`src/rtl/tchk_vec_driver.sv`:
```
// Launch side of the vector setup-check interface: derives a slow sample strobe
// from clk and launches queued vectors a programmable number of ticks before each rise.
module tchk_vec_driver #(
    parameter int WIDTH     = 8,
    parameter int HALF_PER  = 5,
    parameter int DEPTH     = 4,
    parameter int SETUP_MIN = 6,
    localparam int OW       = $clog2(2 * HALF_PER)
) (
    input  logic             clk,
    input  logic             rst_n,
    input  logic             en,
    input  logic [OW-1:0]    launch_off,
    input  logic             in_valid,
    input  logic [WIDTH-1:0] in_data,
    output logic             in_ready,
    output logic             sclk,
    output logic [WIDTH-1:0] out_data,
    output logic             out_new,
    output logic             underrun,
    output logic             setup_viol,
    output logic             viol_sticky
);
    localparam int AW = (DEPTH > 1) ? $clog2(DEPTH) : 1;
    localparam logic [OW-1:0] PH_LAST  = OW'(2 * HALF_PER - 1);
    localparam logic [OW-1:0] PH_HALF  = OW'(HALF_PER);
    localparam logic [OW-1:0] PH_3HALF = OW'(3 * HALF_PER);
    localparam logic [AW:0]   CNT_FULL = (AW + 1)'(DEPTH);

    logic [OW-1:0]    ph_q, ph_d;
    logic [OW-1:0]    off_q, off_d;
    logic [OW-1:0]    lp;
    logic             sclk_q, sclk_d;
    logic [WIDTH-1:0] out_data_q;
    logic             out_new_q, out_new_d;
    logic             underrun_q, underrun_d;
    logic             setup_viol_q, setup_viol_d;
    logic             viol_sticky_q, viol_sticky_d;
    logic [WIDTH-1:0] mem_q [DEPTH];
    logic [AW-1:0]    wr_ptr_q, wr_ptr_d;
    logic [AW-1:0]    rd_ptr_q, rd_ptr_d;
    logic [AW:0]      count_q, count_d;
    logic             wrap, launch, push, pop, fifo_empty;

    assign in_ready   = (count_q < CNT_FULL);
    assign fifo_empty = (count_q == '0);
    assign wrap       = en && (ph_q == PH_LAST);

    // Launch point is (HALF_PER - off) mod 2*HALF_PER; offsets beyond a half
    // period land late in the preceding period.
    always_comb begin
        if (off_q <= PH_HALF) begin
            lp = PH_HALF - off_q;
        end else begin
            lp = PH_3HALF - off_q;
        end
    end

    always_comb begin
        ph_d = ph_q;
        if (en) begin
            ph_d = wrap ? '0 : ph_q + OW'(1);
        end
        off_d         = wrap ? launch_off : off_q;
        sclk_d        = (ph_d >= PH_HALF);
        launch        = en && (ph_d == lp);
        push          = in_valid && in_ready;
        pop           = launch && !fifo_empty;
        out_new_d     = pop;
        underrun_d    = launch && fifo_empty;
        setup_viol_d  = launch && (int'(off_q) < SETUP_MIN);
        viol_sticky_d = viol_sticky_q | setup_viol_q;
        wr_ptr_d      = push ? wr_ptr_q + AW'(1) : wr_ptr_q;
        rd_ptr_d      = pop ? rd_ptr_q + AW'(1) : rd_ptr_q;
        count_d       = count_q;
        if (push && !pop) begin
            count_d = count_q + (AW + 1)'(1);
        end else if (pop && !push) begin
            count_d = count_q - (AW + 1)'(1);
        end
    end

    always_ff @(posedge clk or negedge rst_n) begin
        if (!rst_n) begin
            ph_q          <= '0;
            off_q         <= '0;
            sclk_q        <= 1'b0;
            out_data_q    <= '0;
            out_new_q     <= 1'b0;
            underrun_q    <= 1'b0;
            setup_viol_q  <= 1'b0;
            viol_sticky_q <= 1'b0;
            wr_ptr_q      <= '0;
            rd_ptr_q      <= '0;
            count_q       <= '0;
        end else begin
            ph_q          <= ph_d;
            off_q         <= off_d;
            sclk_q        <= sclk_d;
            out_new_q     <= out_new_d;
            underrun_q    <= underrun_d;
            setup_viol_q  <= setup_viol_d;
            viol_sticky_q <= viol_sticky_d;
            wr_ptr_q      <= wr_ptr_d;
            rd_ptr_q      <= rd_ptr_d;
            count_q       <= count_d;
            if (pop) begin
                out_data_q <= mem_q[rd_ptr_q];
            end
        end
    end

    // Storage carries no reset; occupancy is tracked by count_q alone.
    always_ff @(posedge clk) begin
        if (push) begin
            mem_q[wr_ptr_q] <= in_data;
        end
    end

    assign sclk        = sclk_q;
    assign out_data    = out_data_q;
    assign out_new     = out_new_q;
    assign underrun    = underrun_q;
    assign setup_viol  = setup_viol_q;
    assign viol_sticky = viol_sticky_q;

endmodule
```
`config.mk`:
```
export PLATFORM = sky130hd
export DESIGN_NAME = tchk_vec_driver
export DESIGN_NICKNAME = d
export VERILOG_FILES = /design/src/rtl/tchk_vec_driver.sv
export SDC_FILE = /design/constraint.sdc
export NUM_CORES = 1
export LEC_CHECK = 0
export CAP_MARGIN = 20
export CORE_MARGIN = 3
export CORE_UTILIZATION = 55
export DETAILED_ROUTE_END_ITERATION = 16
export GPL_TIMING_DRIVEN = 1
export MAX_ROUTING_LAYER = met4
export PLACE_DENSITY = 0.78
export SYNTH_ARGS = -nofsm -noshare
export SYNTH_HDL_FRONTEND = slang
export SYNTH_SLANG_ARGS = --single-unit
```
`constraint.sdc`:
```
create_clock -name clk -period 8.1 [get_ports clk]
set_input_delay 1.62 -clock clk [delete_from_list [all_inputs] [get_ports clk]]
set_output_delay 1.62 -clock clk [all_outputs]
set_load 0.01 [all_outputs]
```
After elaboration in Yosys (flattened, before gate mapping)
Memories as Yosys holds them, arrays and structs flattened. A register that Yosys moved wholly into a read port is not among the register bits.
Index checks and enable logic that the tools add are counted.
{"block": "word_totals", "mem_bits_rw": 32, "mem_count": 1, "in_bits": 16, "elab_cells": 46, "out_inout_bits": 14, "reg_bits": 20, "latchBits": 0, "romBits": 0}
{"block": "op_classes", "eq_ne": 2, "multipliers": 0, "n_shift": 0, "addsub": 7, "div_mod_pow": 0, "magnitude_cmp": 4, "reduce_logical": 14, "bitwise": 1, "mux": 7}
{"memory": "mem_q", "depth": 4, "width": 8, "read_ports": 1, "rd_clocked_by_memory_dff": 1, "wr": 1, "line": "39", "text": "logic [WIDTH-1:0] mem_q [DEPTH];"}
{"operator": "4-bit 2-to-1 mux", "n": 3}
{"operator": "1-bit logical AND", "n": 8}
{"operator": "3-bit 2-to-1 mux", "n": 2}
{"operator": "2-bit by 1-bit adder with 2-bit output (second input constant)", "n": 2}
{"operator": "4-bit by 1-bit adder with 4-bit output (second input constant)", "n": 1}
{"operator": "4-bit equality test", "n": 1}
{"operator": "4-bit equality test (second input constant)", "n": 1}
{"operator": "4-bit by 3-bit greater-or-equal comparator with 1-bit output (second input constant)", "n": 1}
{"operator": "4-bit by 3-bit less-or-equal comparator with 1-bit output (second input constant)", "n": 1}
{"operator": "1-bit logical NOT", "n": 4}
{"operator": "4-bit by 3-bit less-than comparator with 1-bit output (second input constant)", "n": 1}
{"operator": "3-bit by 4-bit subtractor with 4-bit output (first input constant)", "n": 1}
{"operator": "4-bit subtractor (first input constant)", "n": 1}
{"operator": "3-bit by 1-bit adder with 3-bit output (second input constant)", "n": 1}
{"operator": "3-bit logical NOT", "n": 1}
{"operator": "3-bit less-than comparator (second input constant)", "n": 1}
{"operator": "3-bit by 1-bit subtractor with 3-bit output (second input constant)", "n": 1}
{"operator": "1-bit 2-to-1 mux", "n": 2}
{"operator": "2-bit nonzero test", "n": 1}
{"operator": "1-bit bitwise OR", "n": 1}

Depth between registers and ports, before layout
Gate-level depths: netlist (run 1).
{"block": "logic_depth", "ltp_word": 10, "depth_mapped": 14, "depth_no_buf": 13}

Least setup slack after synthesis (run 1)
No wires, ideal clock.
{"block": "synth_timing", "path_type": "input -> register", "from": "input en", "to": "register count_q[2]", "n_path_buf": 1, "t_required_ps": 8020, "arrival_time_ps": 3681, "slack_ps": 4339, "cell_stages": 12, "cell_sequence": "and4b_1 o21ai_2 nand2_1 o311a_2 nand4_2 buf_6 ha_1 inv_1 fa_1 xor2_1 nor2_1 xnor2_1"}
{"block": "synth_via", "elab_chain_cells": 9, "word_cells_on_any_way": 11, "cone_classes": "eq/ne (1); mux (3); reduce/logical (7)"}
{"element": "from (decl)", "line": "12", "text": "input logic en,"}
{"element": "1-bit logical AND", "line": "47", "text": "assign wrap = en && (ph_q == PH_LAST);"}
{"element": "4-bit 2-to-1 mux", "line": "62", "text": "ph_d = wrap ? '0 : ph_q + OW'(1);"}
{"element": "4-bit 2-to-1 mux (*)", "line": "61", "text": "if (en) begin"}
{"element": "via ph_d[3]", "line": "30", "text": "logic [OW-1:0] ph_q, ph_d;"}
{"element": "4-bit equality test (*)", "line": "66", "text": "launch = en && (ph_d == lp);"}
{"element": "1-bit logical AND (*)", "line": "66"}
{"element": "1-bit logical AND (*)", "line": "68", "text": "pop = launch && !fifo_empty;"}
{"element": "1-bit logical NOT", "line": "76", "text": "if (push && !pop) begin"}
{"element": "1-bit logical AND", "line": "76"}
{"element": "3-bit 2-to-1 mux or 2-bit nonzero test (tied branches)"}
{"element": "to (signal assigned)", "line": "106", "text": "count_q <= count_d;"}
{"element": "to (decl)", "line": "42", "text": "logic [AW:0] count_q, count_d;"}
Mark *: on every way through the listed nets, which the timed path passes. The rest lies on a longest branch.
A chain may end at the register's enable or synchronous reset.

Final worst setup path (run 1)
{"block": "layout_timing", "from": "input en", "to": "register count_q[1]"}
{"block": "layout_via", "elab_chain_cells": 9, "word_cells_on_any_way": 11, "cone_classes": "eq/ne (1); mux (3); reduce/logical (7)"}
{"element": "1-bit logical AND", "line": "47"}
{"element": "4-bit 2-to-1 mux", "line": "62"}
{"element": "4-bit 2-to-1 mux (*)", "line": "61"}
{"element": "via ph_d[3]", "line": "30"}
{"element": "4-bit equality test (*)", "line": "66"}
{"element": "1-bit logical AND (*)", "line": "66"}
{"element": "1-bit logical AND (*)", "line": "68"}
{"element": "1-bit logical NOT (*)", "line": "76"}
{"element": "1-bit logical AND (*)", "line": "76"}
{"element": "3-bit 2-to-1 mux (*)", "line": "76"}
{"element": "via count_d[1]", "line": "42"}
Marked as above.

==> metrics.md, run 1 <==
| Metric | Value |
|---|---|
| Top cells by area, synth | edfxtp_1 37%, dfrtp_1 27%, mux4_2 6.9% |
| Clock buffer depth | 2 |
| Post-synthesis mux area share | about 14% |
| Slowest cell on crit path | clkdlybuf4s50_1 |
| Cell area after synthesis | 2600 sq um |
| Clk sinks | 60 |
| Max-cap violations | 0 |
| Final number of setup-violating endpoints | 0 |
| Clock skew | slightly below 0.009 ns |
| Iteration count of the initial detailed-routing pass | 4 |
| Syn_nets | 189 |
| Worst path max stage delay | 0.54 ns |
| Clk_lat worst skew | approximately 0.33 ns |
| Hold_buf cts | 0 |
| Pleak | approximately 1.2 nW |
| Die height | between 70 and 80 microns |
| CTS tree | done |
| Final-stage net count | ~230 |
| Global-route wire length before repair | about 7 mm |
| DR WL/cell | 17.4 microns |
| Commonest non-fill, non-tap cells in the layout | 32 x edfxtp_1, 29 x clkdlybuf4s50_1, 28 x dfrtp_1, 10 x inv_1, 10 x clkbuf_8 |
| CTS clk-pin slew, worst paths | roughly 0.060 ns |
| Root Buffer | clkbuf_8 |
| Area fraction in compound gates after synthesis | ~4.0% |
| WP data arrival | 4.67 ns |
| CP Max Fanout | 11 |
| Final Critical Period | between 4 and 5 ns |
| Die width | around 75 microns |
| Initial Utilization | between 50% and 60% |
| Initial DRC Count | 70 |
| Final slew viol count | 0 |
| Kind of critical path | input port to flip-flop |
| IO Pins | 30 |
| # diodes | 0 |
| Fillcell total | just under 300 |
| Finished Cell Area | slightly above 3000 sq um |
| Tightest Hold Check Type | flip-flop to flip-flop |
| Core Footprint | ~4500 sq um |
| Cell family with most CP delay | simple AND/OR/NAND/NOR gates |
| Fmax | 224 MHz |
| Area Growth Syn to Fin | 19.6% |
| Tot GR Track Use | between 10% and 20% |
| Setup crit start kind | input port |
| Hold Vio Cnt, Final | 0 |
| Remaining Overflow, GRT | 0 |
| Synth warnings | 0 |
| Worst-Margin Slew | slightly above 0.6 ns |
| Post-CTS sizing | 0 |
| DPL Wire Length | 3.17 mm |
| Postcts setup bufs | 0 |
| Required @ worst endpoint | approximately 8.3 ns |
| Residual DRC count | 0 |
| RSZ-0062 raised after global routing | false |
| Post-synth ARST share | ~47% |
| Routed wire length | between 4 and 5 mm |
| PortBufs | 29 |
| Critical Path End Type | flip-flop |
| Fin crit share | a little under three fifths |
| Yosys reg bits | 60 |
| Placed cell count | ~240 |
| FP Rows | 24 |
| Largest net degree at the start of global routing | 29 |
| Worst ir drop on vdd | approximately 0.18 mV |
| Total power after layout | 1.14 mW |
| Largest family of logic cells by synthesized area | multiplexers |
| Slew headroom | 58.9% |
| Synth top area share | approximately 37% |
| Via count | approximately 1400 |
| Synth area leader | edfxtp_1 |
| Buf+Inv Stages, Crit Path | 2 |
| Commonest non-fill, non-tap cell in the layout | edfxtp_1 |
| Sequential area share after synthesis | between 60% and 70% |
| Share of layout cells above drive strength 1 | between 20% and 30% |
| RD Place Congestion | about 0.84 |
| Area share of and/or/nand/nor cells after synthesis | approximately 8.4% |
| Vias/cell | between 5 and 6 |
| DP Area | approximately 3000 sq um |
| Sum of negative setup slack | 0 ns |
| Total CTS buffers | 9 |
| Worst path cell trace | clkdlybuf4s50_1 > and4b_1 > o21ai_2 > nand2_1 > a211oi_2 > nand4_2 > ha_1 > inv_1 > fa_1 > mux2_2 |
| Final Util | just under 70% |
| Post-DRT Antenna Nets | 0 |
| Gate Count Post-Synth | around 160 |
| Non-filler instance count after layout | around 260 |
| Post-Synth XOR/XNOR Area | between 2 and 2.5% |
| Die Footprint | between 5000 and 6000 sq um |
| Pwr Density | ~370 nW/um^2 |
| Number of synthesized flops with an enable pin | 32 |
| Post-Synth Adder-Cell Area | 5.10% |
| Syn_area_per_cell | between 15 and 20 sq um |
| H-tree depth | 3 |
| Vias in the first global route | between 1000 and 1500 |
| Initial antenna violation count | 0 |
| Main synth FF type | edfxtp_1 |
| Status | finished clean |
| Synth cell types | 41 |
[metrics by stage]
step | hold slack, ns | worst slack, ns
5_1_grt | 0.482 | 3.43
4_1_cts | 0.474 | 3.64
2_1_floorplan | 0.496 | 4.34
3_5_place_dp | 0.457 | 3.28
3_3_place_gp | 0.448 | 3.45
6_report | 0.468 | 3.64
[path summary, 6_finish.rpt]
check                                  from          end  slack, ns  cells past startpoint
worst max-delay path                     en   count_q[1]       3.64                     10
worst min-delay path            viol_sticky  viol_sticky       0.47                      1
worst max register to register      ph_q[0]   count_q[1]       4.76                     10
worst min register to register  viol_sticky  viol_sticky       0.47                      1
max in group asynchronous             rst_n  out_data[3]       6.17                      2
min in group asynchronous             rst_n  out_data[4]       1.67                      2
[metal layers]
metal	share of wire, %	vias to the layer above	track usage, %
met3	3.3	12	4.41
li1	-	672	-
met5	0	-	-
met2	52	25	30.6
met4	2.0	0	11.3
met1	42	711	21.3
[synth_stat cells (all sizes together), types with 2 or more instances]
| cell | instances |
|---|---|
| a211oi | 2 |
| and2 | 6 |
| buf | 3 |
| dfrtp | 28 |
| edfxtp | 32 |
| ha | 9 |
| inv | 10 |
| mux2 | 14 |
| mux4 | 8 |
| nand2 | 8 |
| nand4 | 5 |
| nor2 | 7 |
| o21ai | 4 |
| o22ai | 2 |
| xnor2 | 6 |
[flip-flops by register name, indices dropped and copies added, names as in the netlist]
register and flops:
mem_q 32, out_data 8, off_q 4, ph_q 4
count_q 3, rd_ptr_q 2, wr_ptr_q 2, out_new 1
sclk 1, setup_viol 1, underrun 1, viol_sticky 1
[report_power, final]
| part | switching, mW | internal, mW | leakage, nW | total, mW |
|---|---|---|---|---|
| Sequential | 0.0824 | 0.412 | 0.634 | 0.495 |
| Clock | 0.112 | 0.118 | 0.0824 | 0.230 |
| Combinational | 0.179 | 0.237 | 0.518 | 0.416 |
[layout make-up]
class,instances,area [sq um],area share [%]
clock buffer,12,145,4.66
clock inverter,4,25.0,0.804
inverter,10,37.5,1.21
multi-input combinational,89,880,28.3
sequential,60,1660,53.4
tap,52,65.1,2.09
timing repair buffer,30,298,9.57
[kinds of logic (layout without fill, tap and decap cells)]
kind of cell,after synthesis,in the layout
xor gates and xnor gates,7,7
and+or+nand+nor,36,36
AOI/OAI and AO/OA,14,14
muxes,22,22
DFF,60,60
buffers and inverters,14,56
adders and majority gates,10,10
No activity file was read; power rests on OpenSTA's default activity.
==> run 2, diff against run 1 <==
--- a/config.mk
+++ b/config.mk
@@ -7,11 +7,11 @@
 export LEC_CHECK = 0
 export CAP_MARGIN = 20
 export CORE_MARGIN = 3
-export CORE_UTILIZATION = 55
+export CORE_UTILIZATION = 50
 export DETAILED_ROUTE_END_ITERATION = 16
 export GPL_TIMING_DRIVEN = 1
 export MAX_ROUTING_LAYER = met4
-export PLACE_DENSITY = 0.78
+export PLACE_DENSITY = 0.75
 export SYNTH_ARGS = -nofsm -noshare
 export SYNTH_HDL_FRONTEND = slang
 export SYNTH_SLANG_ARGS = --single-unit
==> constraint.sdc (replaced) <==
create_clock -name clk -period 3.9 [get_ports clk]
set_input_delay 0.78 -clock clk [delete_from_list [all_inputs] [get_ports clk]]
set_output_delay 0.78 -clock clk [all_outputs]
set_load 0.01 [all_outputs]
==> metrics.md, run 2 (same netlist as run 1, synthesis figures left out) <==
| Metric | Value |
|---|---|
| Global-route wire length before repair | approximately 7.5 mm |
| Met2 routed WL | around 2.2 mm |
| CTS tree | done |
| WP data arrival | between 3 and 4 ns |
| Met1 WL | around 2.0 mm |
| Die Footprint | just over 6000 sq um |
| Postcts setup bufs | 0 |
| Iteration count of the initial detailed-routing pass | 4 |
| Top layer in use | met4 |
| CP Max Fanout | 8 |
| Fmax | roughly 310 MHz |
| Via count | 1471 |
| Sw Share | 31.6% |
| Root Buffer | clkbuf_8 |
| H-tree depth | 3 |
| Die width | between 70 and 80 microns |
| Initial DRC Count | ~110 |
| Comb power frac | a little over a third |
| Residual DRC count | 0 |
| Critical Path End Type | flip-flop |
| Commonest non-fill, non-tap cell in the layout | edfxtp_1 |
| Setup crit start | en |
| Initial antenna violation count | 0 |
| Final slew viol count | 0 |
| Sum of negative setup slack | 0 ns |
| FP Rows | 25 |
| Worst ir drop on vdd | about 0.37 mV |
| CTS clk-pin slew, worst paths | 0.06 ns |
| Worst-Margin Slew | between 0.5 and 0.6 ns |
| Clk network pwr share | 21.3% |
| Tightest Hold Check Type | flip-flop to flip-flop |
| Biggest register | mem_q |
| # diodes | 0 |
| Total CTS buffers | 9 |
| Non-filler instance count after layout | 273 |
| Area Growth Syn to Fin | 20.9% |
| Max FFs per register | 32 |
| DPL Wire Length | roughly 3.1 mm |
| Hold_buf cts | 0 |
| RSZ-0062 raised after global routing | false |
| DP Area | between 2000 and 3000 sq um |
| PortBufs | 29 |
| Metal3 WL | around 180 microns |
| Status | finished clean |
| Min-delay src | setup_viol |
| Die height | 78.1 microns |
| Clock skew | approximately 0.010 ns |
| Final Util | roughly 64% |
| Largest net degree at the start of global routing | 29 |
| Share of layout cells above drive strength 1 | between 20% and 30% |
| Post-CTS sizing | 0 |
| IO Pins | 30 |
| Clk_lat worst skew | between 0.3 and 0.4 ns |
| Vias in the first global route | 1554 |
| Pleak | 1.25 nW |
| Final Critical Period | 3.21 ns |
| Kind of critical path | input port to flip-flop |
| Clk sinks | 60 |
| Net Switching | approximately 0.76 mW |
| Slew headroom | between 60 and 70% |
| Required @ worst endpoint | 4.14 ns |
| Final-stage net count | 227 |
| Tot GR Track Use | between 10% and 20% |
| Pwr Density | 763 nW/um^2 |
| DR WL/cell | between 15 and 20 microns |
| RD Place Congestion | roughly 0.86 |
| Routed wire length | about 4.5 mm |
| Core Footprint | 4880 sq um |
| Post-DRT Antenna Nets | 0 |
| Max-cap violations | 0 |
| Vias/cell | 5.39 |
| Remaining Overflow, GRT | 0 |
| Commonest non-fill, non-tap cells in the layout | 32 x edfxtp_1, 29 x clkdlybuf4s50_1, 28 x dfrtp_1, 10 x inv_1 |
| Placed cell count | 257 |
| Reg power frac | roughly 43% |
| Finished Cell Area | 3150 sq um |
| Crit Reg-Reg Startpoint | ph_q[0] |
| P_int | about 1.6 mW |
| Clock buffer depth | 2 |
| Initial Utilization | between 50 and 60% |
| Fin crit share | 82.4% |
| Setup crit start kind | input port |
| Worst setup margin | between 0.6 and 0.7 ns |
| DP Worst Slack | 0.368 ns |
| Final number of setup-violating endpoints | 0 |
| Hold Vio Cnt, Final | 0 |
run 2: cell types whose count changed in the layout (fill, tap and decap cells not counted):
cell / before / now
bufinv_16: 0 / 1
clkinv_1: 0 / 2
buf_4: 1 / 2
clkinv_2: 2 / 1
clkbuf_1: 2 / 3
clkinvlp_4: 2 / 0
clkbuf_8: 10 / 9
run 2: power groups by stage:
stage	clock network, mW	registers, mW	logic (mW)
5_1_grt	0.550	1.06	0.948
4_1_cts	0.522	1.03	0.878
3_5_place_dp	0	1.04	0.873
2_1_floorplan	0	0.991	0.626
3_3_place_gp	0	1.03	0.833
6_report	0.510	1.03	0.864
run 2: through the flow:
| step | total power [mW] | hold WS [ns] |
|---|---|---|
| detailed placement | 1.92 | 0.455 |
| CTS | 2.43 | 0.463 |
| floorplan | 1.62 | 0.484 |
| finish | 2.40 | 0.460 |
| global placement | 1.86 | 0.459 |
| global route | 2.56 | 0.482 |
run 2: final timing paths:
kind                                to  slack (ns)  depth (start not counted)
setup / recovery            count_q[2]        0.69                         12
hold / removal             viol_sticky        0.46                          1
setup reg to reg            count_q[2]        1.10                         12
hold reg to reg            viol_sticky        0.46                          1
max in group asynchronous  rd_ptr_q[1]        2.79                          2
min in group asynchronous  out_data[1]        0.83                          2
run 2: cell type report:
class,count,area [sq um]
fillers,370,1730
clock inverters,4,42.5
multi-input cells,89,880
repair buffers,31,305
flip-flops and latches,60,1660
inverters,10,37.5
well taps,67,83.8
clock buffers,12,135
run 2: layer usage:
metal,vias to the layer above,track usage [%]
li1,678,-
met1,739,20.5
met2,41,26.3
met3,13,4.13
met4,0,8.74
met5,-,-
run 2: worst max-delay path: stages:
cell and delay, ns:
clkdlybuf4s50_1 0.55, and4b_1 0.26, o21ai_2 0.19, nand2_1 0.14, o311a_2 0.43, nand4_2 0.10
ha_1 0.18, inv_1 0.06, fa_1 0.37, xor2_1 0.15, nor2_1 0.12, xnor2_1 0.12
